--- src/rtl/main_net_train_sequencer.sv ---
// Drives main_net start/done handshakes for a programmed number of iterations, requesting a target sync every TARGET_UPDATE_PERIOD passes.
// Waits on main_net completion and target-sync ack; optional pass watchdog via MAIN_NET_SEQ_WATCHDOG_EN.
module main_net_train_sequencer #(
    parameter int ITER_WIDTH           = 16,
    parameter int TARGET_UPDATE_PERIOD = 8,
    parameter int TIMEOUT_CYCLES       = 4096,
    parameter int TIMEOUT_WIDTH        = 13
) (
    input  logic                  clk,
    input  logic                  rst_n,
    input  logic                  i_start,
    input  logic [ITER_WIDTH-1:0] i_num_iter,
    output logic                  o_net_valid,
    input  logic                  i_net_valid,
    output logic                  o_sync_req,
    input  logic                  i_sync_ack,
    output logic                  o_busy,
    output logic                  o_done,
    output logic                  o_timeout,
    output logic [ITER_WIDTH-1:0] o_iter_count
);

    if ((TIMEOUT_WIDTH < $clog2(TIMEOUT_CYCLES + 1)) || (TARGET_UPDATE_PERIOD < 1)) begin : g_bad_cfg
        $error("main_net_train_sequencer: illegal parameter combination");
    end

    typedef enum logic [2:0] {
        S_IDLE,
        S_LAUNCH,
        S_WAIT,
        S_SYNC,
        S_FINISH
    } state_t;

    state_t                r_state;
    state_t                w_state_nxt;
    logic [ITER_WIDTH-1:0] r_num_iter;
    logic [ITER_WIDTH-1:0] r_iter_cnt;
    logic [ITER_WIDTH-1:0] r_sync_cnt;
    logic                  w_accept;
    logic                  w_net_done;
    logic                  w_sync_hit;
    logic                  w_last;
    logic                  w_all_done;
    logic                  w_wd_expire;

    assign w_accept   = (r_state == S_IDLE) && i_start;
    assign w_net_done = (r_state == S_WAIT) && i_net_valid;
    assign w_sync_hit = (r_sync_cnt + ITER_WIDTH'(1)) == ITER_WIDTH'(TARGET_UPDATE_PERIOD);
    assign w_last     = (r_iter_cnt + ITER_WIDTH'(1)) == r_num_iter;
    assign w_all_done = r_iter_cnt == r_num_iter;

`ifdef MAIN_NET_SEQ_WATCHDOG_EN
    logic [TIMEOUT_WIDTH-1:0] r_wd_cnt;
    logic                     r_timeout;

    // A completion on the expiry cycle takes priority over the timeout.
    assign w_wd_expire = (r_state == S_WAIT) && !i_net_valid &&
                         (r_wd_cnt == TIMEOUT_WIDTH'(TIMEOUT_CYCLES - 1));

    always_ff @(posedge clk or negedge rst_n) begin
        if (!rst_n) begin
            r_wd_cnt  <= '0;
            r_timeout <= 1'b0;
        end else begin
            if (r_state == S_LAUNCH) begin
                r_wd_cnt <= '0;
            end else if ((r_state == S_WAIT) && !i_net_valid) begin
                r_wd_cnt <= r_wd_cnt + TIMEOUT_WIDTH'(1);
            end
            if (w_accept) begin
                r_timeout <= 1'b0;
            end else if (w_wd_expire) begin
                r_timeout <= 1'b1;
            end
        end
    end

    assign o_timeout = r_timeout;
`else
    assign w_wd_expire = 1'b0;
    assign o_timeout   = 1'b0;
`endif

    always_ff @(posedge clk or negedge rst_n) begin
        if (!rst_n) begin
            r_state <= S_IDLE;
        end else begin
            r_state <= w_state_nxt;
        end
    end

    always_comb begin
        w_state_nxt = r_state;
        case (r_state)
            S_IDLE: begin
                if (i_start) begin
                    w_state_nxt = (i_num_iter == '0) ? S_FINISH : S_LAUNCH;
                end
            end
            S_LAUNCH: w_state_nxt = S_WAIT;
            S_WAIT: begin
                if (i_net_valid) begin
                    if (w_sync_hit) begin
                        w_state_nxt = S_SYNC;
                    end else if (w_last) begin
                        w_state_nxt = S_FINISH;
                    end else begin
                        w_state_nxt = S_LAUNCH;
                    end
                end else if (w_wd_expire) begin
                    w_state_nxt = S_IDLE;
                end
            end
            S_SYNC: begin
                if (i_sync_ack) begin
                    w_state_nxt = w_all_done ? S_FINISH : S_LAUNCH;
                end
            end
            S_FINISH: w_state_nxt = S_IDLE;
            default:  w_state_nxt = S_IDLE;
        endcase
    end

    always_ff @(posedge clk or negedge rst_n) begin
        if (!rst_n) begin
            r_num_iter <= '0;
            r_iter_cnt <= '0;
            r_sync_cnt <= '0;
        end else begin
            if (w_accept) begin
                r_num_iter <= i_num_iter;
                r_iter_cnt <= '0;
                r_sync_cnt <= '0;
            end else if (w_net_done) begin
                r_iter_cnt <= r_iter_cnt + ITER_WIDTH'(1);
                r_sync_cnt <= w_sync_hit ? '0 : r_sync_cnt + ITER_WIDTH'(1);
            end
        end
    end

    assign o_net_valid  = (r_state == S_LAUNCH);
    assign o_sync_req   = (r_state == S_SYNC);
    assign o_done       = (r_state == S_FINISH);
    assign o_busy       = (r_state != S_IDLE);
    assign o_iter_count = r_iter_cnt;

endmodule
--- config.mk ---
export PLATFORM = sky130hd
export DESIGN_NAME = main_net_train_sequencer
export DESIGN_NICKNAME = d
export VERILOG_FILES = /design/src/rtl/main_net_train_sequencer.sv
export SDC_FILE = /design/constraint.sdc
export NUM_CORES = 1
export LEC_CHECK = 0
export CORE_ASPECT_RATIO = 0.75
export CORE_MARGIN = 1
export CORE_UTILIZATION = 48
export DETAILED_ROUTE_END_ITERATION = 16
export PLACE_DENSITY = 0.71
export SETUP_SLACK_MARGIN = 0.5
export SLEW_MARGIN = 0
export SYNTH_ARGS = -nofsm -noshare
export SYNTH_HDL_FRONTEND = slang
export SYNTH_SLANG_ARGS = --single-unit
--- constraint.sdc ---
create_clock -name clk -period 3.05 [get_ports clk]
set_input_delay 0.7625 -clock clk [delete_from_list [all_inputs] [get_ports clk]]
set_output_delay 0.7625 -clock clk [all_outputs]
set_load 0.03 [all_outputs]
==> results of run 1 <==
==> metrics by stage <==
step / setup slack (ns) / power (mW) / area (um^2) / util (%) / instances
finish: 0.6047 / 2.382 / 3731 / 58.76 / 463
global route: 0.4939 / 2.537 / 3731 / 58.76 / 463
CTS: 0.5409 / 2.379 / 3725 / 58.66 / 463
detailed placement: 0.4120 / 1.991 / 3641 / 57.34 / 455
global placement: 0.4281 / 1.966 / 3641 / 57.34 / 455
floorplan: 0.8151 / 1.686 / 3184 / - / 347
==> cell families (layout without fill, tap and decap cells) <==
family / after synthesis / after routing / share of synthesized area (%)
AND/OR/NAND/NOR: 143 / 143 / 24.01
AO/OA/AOI/OAI: 67 / 67 / 14.07
flip-flops: 51 / 51 / 40.08
XOR/XNOR: 38 / 38 / 10.92
buffers and inverters: 27 / 62 / 3.733
multiplexers: 18 / 18 / 6.287
adder cells (fa/ha/maj): 2 / 2 / 0.7857
other: 1 / 1 / 0.1178
==> registers in the layout (all words and copies together) (netlist names) <==
name,cells
o_iter_count,16
r_num_iter,16
r_state,3
r_sync_cnt,16
==> cell usage in the layout (no fill, tap or decap), drive strengths merged, types with 9 or more instances in the layout <==
cell type	synthesis	final
nor4	12	12
o21ai	28	28
nand2	33	33
nor2	31	31
nand4	12	12
nand3	15	15
nor3	9	9
clkdlybuf4s50	0	36
xor2	18	18
dfrtp	51	51
xnor2	19	19
mux2	16	16
==> worst min-delay path by stage <==
stage	startpoint	endpoint	cells after the start	slack (ns)
CTS	rst_n	r_sync_cnt[12]	1	0.48
floorplan	rst_n	o_iter_count[0]	0	0.47
finish	rst_n	r_sync_cnt[3]	1	0.46
detailed placement	r_num_iter[0]	r_num_iter[0]	1	0.52
global route	rst_n	r_sync_cnt[6]	1	0.50
global placement	r_sync_cnt[10]	r_sync_cnt[10]	1	0.51
==> where the power goes <==
group	total, mW	leakage [nW]	internal (mW)	switching, mW
sequential	1.01	0.669	0.825	0.187
combinational	0.981	0.811	0.452	0.529
clock	0.389	0.0412	0.161	0.228
total	2.38	1.52	1.44	0.944
==> metal layers <==
layer | up-vias | track usage, % | wire length, um
met4 | 0 | 4.975 | 61
met5 | - | 0 | 0
met3 | 7 | 3.774 | 608
li1 | 1310 | - | -
met1 | 1255 | 37.93 | 3754
met2 | 107 | 33.41 | 3095
==> layout make-up <==
class	instances	area, um^2
clock buffer	6	72.57
inverter	7	26.28
sequential	51	1277
tap	81	101.3
multi-input combinational	269	1789
fill	589	2619
clock inverter	2	12.51
timing repair buffer	47	451.7
==> critical path, stage by stage, from the launching register on <==
cell             delay (ns)
dfrtp_1                0.47
nor3b_1                0.21
clkdlybuf4s50_1        0.69
==> timing repair <==
action,4_1_cts,5_1_grt
hold buffers,0,0
gates cloned,0,0
endpoints found under the setup margin,1,6
gates resized for setup,1,3
pin swaps,0,1
endpoints found under the hold margin,0,0
==> run summary, run 1 <==
Outcome = complete, no violations
Post-Syn Instances = 347
Worst vdd ir = 0.4097 mV
Maximum clock frequency = 409.0 MHz
Root Buffer = clkbuf_8
Syn Area/Cell = 9.177 um^2
CP Launch Point = r_state[2]
Die height = 72.54 um
Initial core utilization = 50.15%
Area Growth Syn to Fin = 17.17%
Routability cong. = 0.9553
Leakage = 1.521 nW
Final worst path period need = 2.445 ns
TNS Setup = 0 ns
I/O Pins = 42
Startpoint Class = flop
Grt ovf = 0
Row count = 25
WL final = 7.520 mm
DRC violations left = 0
H-tree Lvls = 2
FF+latch count, synth = 51
Vias in the first global route = 2487
N_diodes = 0
Synth warn = 0
R2r setup slk = 0.63 ns
Top cells by count, synth = 51 x dfrtp_1, 32 x nand2_1, 31 x nor2_1
Worst-margin pin slew = 0.7221 ns
Setup-failing EPs final = 0
Post-CTS setup buffer count = 0
Syn Nets = 370
Area of the core = 6350 um^2
DRT Pass-1 Iters = 4
Critical Path End = o_done
RSZ-0062 raised after global routing = true
CP Capture Type = output port
Final number of max-transition violations = 0
Violation count after the first detailed-route iteration = 221
Port bufs = 40
Asr flop ratio synth = 100.0%
Clock-pin slew on the worst setup and hold paths = 0.09 ns
CTS Buf Count = 5
Clk_lat worst skew = 0.31 ns
Vias per inst = 5.786
Final Hold Fails = 0
Post-synth top area share = 40.08%
FF-to-FF End = r_sync_cnt[2]
Hold crit path type = input pin to asynchronous set/reset pin
Synth cell types = 56
WS Path Type = flop to output port
Final ANT Viol Nets = 0
Initial antenna violation count = 0
Clk buf depth = 2
Final worst-path cycle share = 80.17%
Post-detail-place hpwl = 5.586 mm
CTS tree = yes
GRT Total Usage = 23.74%
Average wire per standard cell = 16.24 um
NumNets Final = 404
Max-cap violation count = 0
Die W = 96.05 um
Worst slew margin = 51.68%
Die area = 6967 um^2
R2R cell count = 7
CP required = 2.29 ns
Total number of vias = 2679
EDFF count, synth = 0
Netlist area before placement = 3184 um^2
Hold Slack = 0.4577 ns
Largest net degree at the start of global routing = 29
Share of cells above drive strength 1 = 11.78%
Clock skew = 0.004119 ns
Count leader, synth = dfrtp_1
Pwr dens = 638.5 nW/um^2
Sequential fraction of the synthesis area = 40.08%
Crit Reg-Reg Startpoint = r_sync_cnt[0]
Synth area leader = dfrtp_1
Global-route wire length before repair = 12.58 mm
Clock Sink Count = 51
Main area contributors after synthesis = dfrtp_1 40%, mux2_2 5.7%, xnor2_1 5.2%, xor2_1 5.0%, nand2_1 3.8%
Critical Path AT = 1.68 ns
Top_reg_cell synth = dfrtp_1
Crit path max fanout = 7
No activity file was read; power rests on OpenSTA's default activity.
==> run 2: changes to the inputs <==
Clock period 3.05 ns to 2.3 ns, I/O delays scaled along.
==> run 2 against run 1 <==
  * Combinational power increased by 110%
  * Routed wire length grew 26%
  * Global-route usage up 3.5 points
  * Largest power group is now combinational logic
  * Largest cell class unchanged
  * Flip-flop and latch count stayed put
==> run summary, run 2 (same netlist as run 1, synthesis figures left out) <==
Outcome = complete, no violations (unchanged)
DRC violations left = 0 (unchanged)
Vias in the first global route = 2769 (was 2487)
CP Capture Type = flop (was output port)
Final worst-path cycle share = 97.53%
Root Buffer = clkbuf_8 (unchanged)
Violation count after the first detailed-route iteration = 249 (was 221)
Worst-margin pin slew = 0.5629 ns (was 0.7221 ns)
TNS Setup = 0 ns (unchanged)
RSZ-0062 raised after global routing = true (unchanged)
Die area = 6967 um^2 (unchanged)
Initial core utilization = 50.15% (unchanged)
CP dominant cell by count = buf_4
Vias per inst = 5.971 (was 5.786)
WS Path Type = flop to flop (was flop to output port)
Crit path max fanout = 5 (was 7)
Global-route wire length before repair = 14.28 mm (was 12.58 mm)
Most frequent cells in the layout = 52 x buf_4, 36 x dfrtp_1, 30 x nand2_1 (was 50 x dfrtp_1, 36 x clkdlybuf4s50_1, 32 x nand2_1)
CP Cell Sequence = nand4_4 -> buf_4 -> nor4_4 -> and3_4 -> o2111ai_4 -> buf_4 -> a31o_2 -> a21o_1 (was nor3b_1 -> clkdlybuf4s50_1)
WL final = 9.450 mm (was 7.520 mm)
Max-cap violation count = 0 (unchanged)
Post-detail-place hpwl = 6.148 mm (was 5.586 mm)
Grt ovf = 0 (unchanged)
CTS tree = yes (unchanged)
Clock-pin slew on the worst setup and hold paths = 0.10 ns (was 0.09 ns)
Final ANT Viol Nets = 0 (unchanged)
Pre-CTS setup slack = 0.02126 ns (was 0.4120 ns)
Share of cells above drive strength 1 = 41.31% (was 11.78%)
Worst vdd ir = 0.6590 mV (was 0.4097 mV)
Average wire per standard cell = 18.03 um (was 16.24 um)
Startpoint Class = flop (unchanged)
Final number of max-transition violations = 0 (unchanged)
Final Hold Fails = 0 (unchanged)
Setup-failing EPs final = 0 (unchanged)
Worst slew margin = 62.48% (was 51.68%)
Slowest CP cell = dfrtp_1 (was clkdlybuf4s50_1)
R2r setup slk = 0.06 ns (was 0.63 ns)
Pwr dens = 878.1 nW/um^2 (was 638.5 nW/um^2)
Worst path max stage delay = 0.43 ns (was 0.69 ns)
Critical Path AT = 2.45 ns (was 1.68 ns)
Total number of vias = 3129 (was 2679)
GRT Total Usage = 27.22% (was 23.74%)
Die W = 96.05 um (unchanged)
Fin worst setup slack = 0.05686 ns (was 0.6047 ns)
Clock Sink Count = 51 (unchanged)
Hold crit path type = input pin to asynchronous set/reset pin (unchanged)
Leakage = 1.951 nW (was 1.521 nW)
Clk buf depth = 2 (unchanged)
CP required = 2.51 ns (was 2.29 ns)
Routability cong. = 0.9033 (was 0.9553)
CTS Buf Count = 5 (unchanged)
Clk_lat worst skew = 0.31 ns (about the same)
Final worst path period need = 2.243 ns
Maximum clock frequency = 445.8 MHz
NumNets Final = 465 (was 404)
DRT Pass-1 Iters = 5 (was 4)
Area Growth Syn to Fin = 46.01% (was 17.17%)
I/O Pins = 42 (unchanged)
Clock skew = 0.007387 ns (was 0.004119 ns)
Hold Buf Count CTS = 0 (unchanged)
Largest net degree at the start of global routing = 31 (was 29)
H-tree Lvls = 2 (unchanged)
Port bufs = 40 (unchanged)
Area of the core = 6350 um^2 (unchanged)
Most common cell after layout, fill and taps aside = buf_4 (was dfrtp_1)
Initial antenna violation count = 0 (unchanged)
N_diodes = 0 (unchanged)
Row count = 25 (unchanged)
Die height = 72.54 um (unchanged)
-- run 2: changes by cell type in the layout (fill, tap and decap cells not counted), moves of 9 or more --
cell	before	now
dfrtp_1	50	36
buf_4	7	52
o21ai_0	22	7
clkdlybuf4s50_1	36	16
o21ai_2	0	9
dfrtp_2	1	15
buf_6	0	14
-- run 2: where the power goes --
group | switching, mW | internal (mW) | total, mW
clock | 0.309 | 0.353 | 0.662
combinational | 0.983 | 1.06 | 2.04
sequential | 0.279 | 1.10 | 1.38
total | 1.57 | 2.51 | 4.08
-- run 2: area by class of cell --
cell class | count | area [um^2]
fillers | 462 | 1700
clock inverters | 2 | 35.03
multi-input cells | 272 | 2153
well taps | 81 | 101.3
flip-flops and latches | 51 | 1295
inverters | 7 | 26.28
repair buffers | 105 | 955.9
clock buffers | 6 | 82.58
-- run 2: metal layers --
metal  routed length [um]  global-route usage (%)  up-vias
li1                     -                       -     1442
met1                 4464                   42.47     1550
met2                 4288                   38.93      122
met3                  572                   4.717       15
met4                  124                   6.468        0
met5                    0                       0        -
-- run 2: timing repair --
action	CTS	global route
gates resized for setup	75	90
cloned	2	2
endpoints found under the setup margin	70	51
hold endpoints to repair	0	0
buffers inserted	19	14
pin swaps	11	21
-- run 2: metrics by stage --
step	utilization [%]	instances	total power, mW	hold slack [ns]	instance area, um^2
after floorplan	-	347	2.330	0.2794	3303
after global placement	62.05	479	2.768	0.5174	3940
after detailed placement	62.05	479	2.822	0.5359	3940
after CTS	67.53	508	3.675	0.2583	4288
after global routing	73.22	524	4.293	0.2825	4649
final	73.22	524	4.083	0.2490	4649
-- run 2: worst max-delay path: cells and delay by family, from the launching register on --
family                 cells  cell delay (ns)
AND/OR/NAND/NOR            3             0.76
flip-flops                 1             0.43
buffers and inverters      2             0.40
AO/OA/AOI/OAI              3             0.56
-- run 2: worst paths after layout --
| check | startpoint | end | depth (start not counted) |
|---|---|---|---|
| max in group asynchronous | rst_n | o_iter_count[1] | 2 |
| hold reg to reg | r_num_iter[11] | r_num_iter[11] | 1 |
| setup / recovery | r_sync_cnt[6] | r_sync_cnt[14] | 8 |
| min in group clk | r_num_iter[11] | r_num_iter[11] | 1 |
| hold / removal | rst_n | r_state[1] | 1 |
| setup reg to reg | r_sync_cnt[6] | r_sync_cnt[14] | 8 |
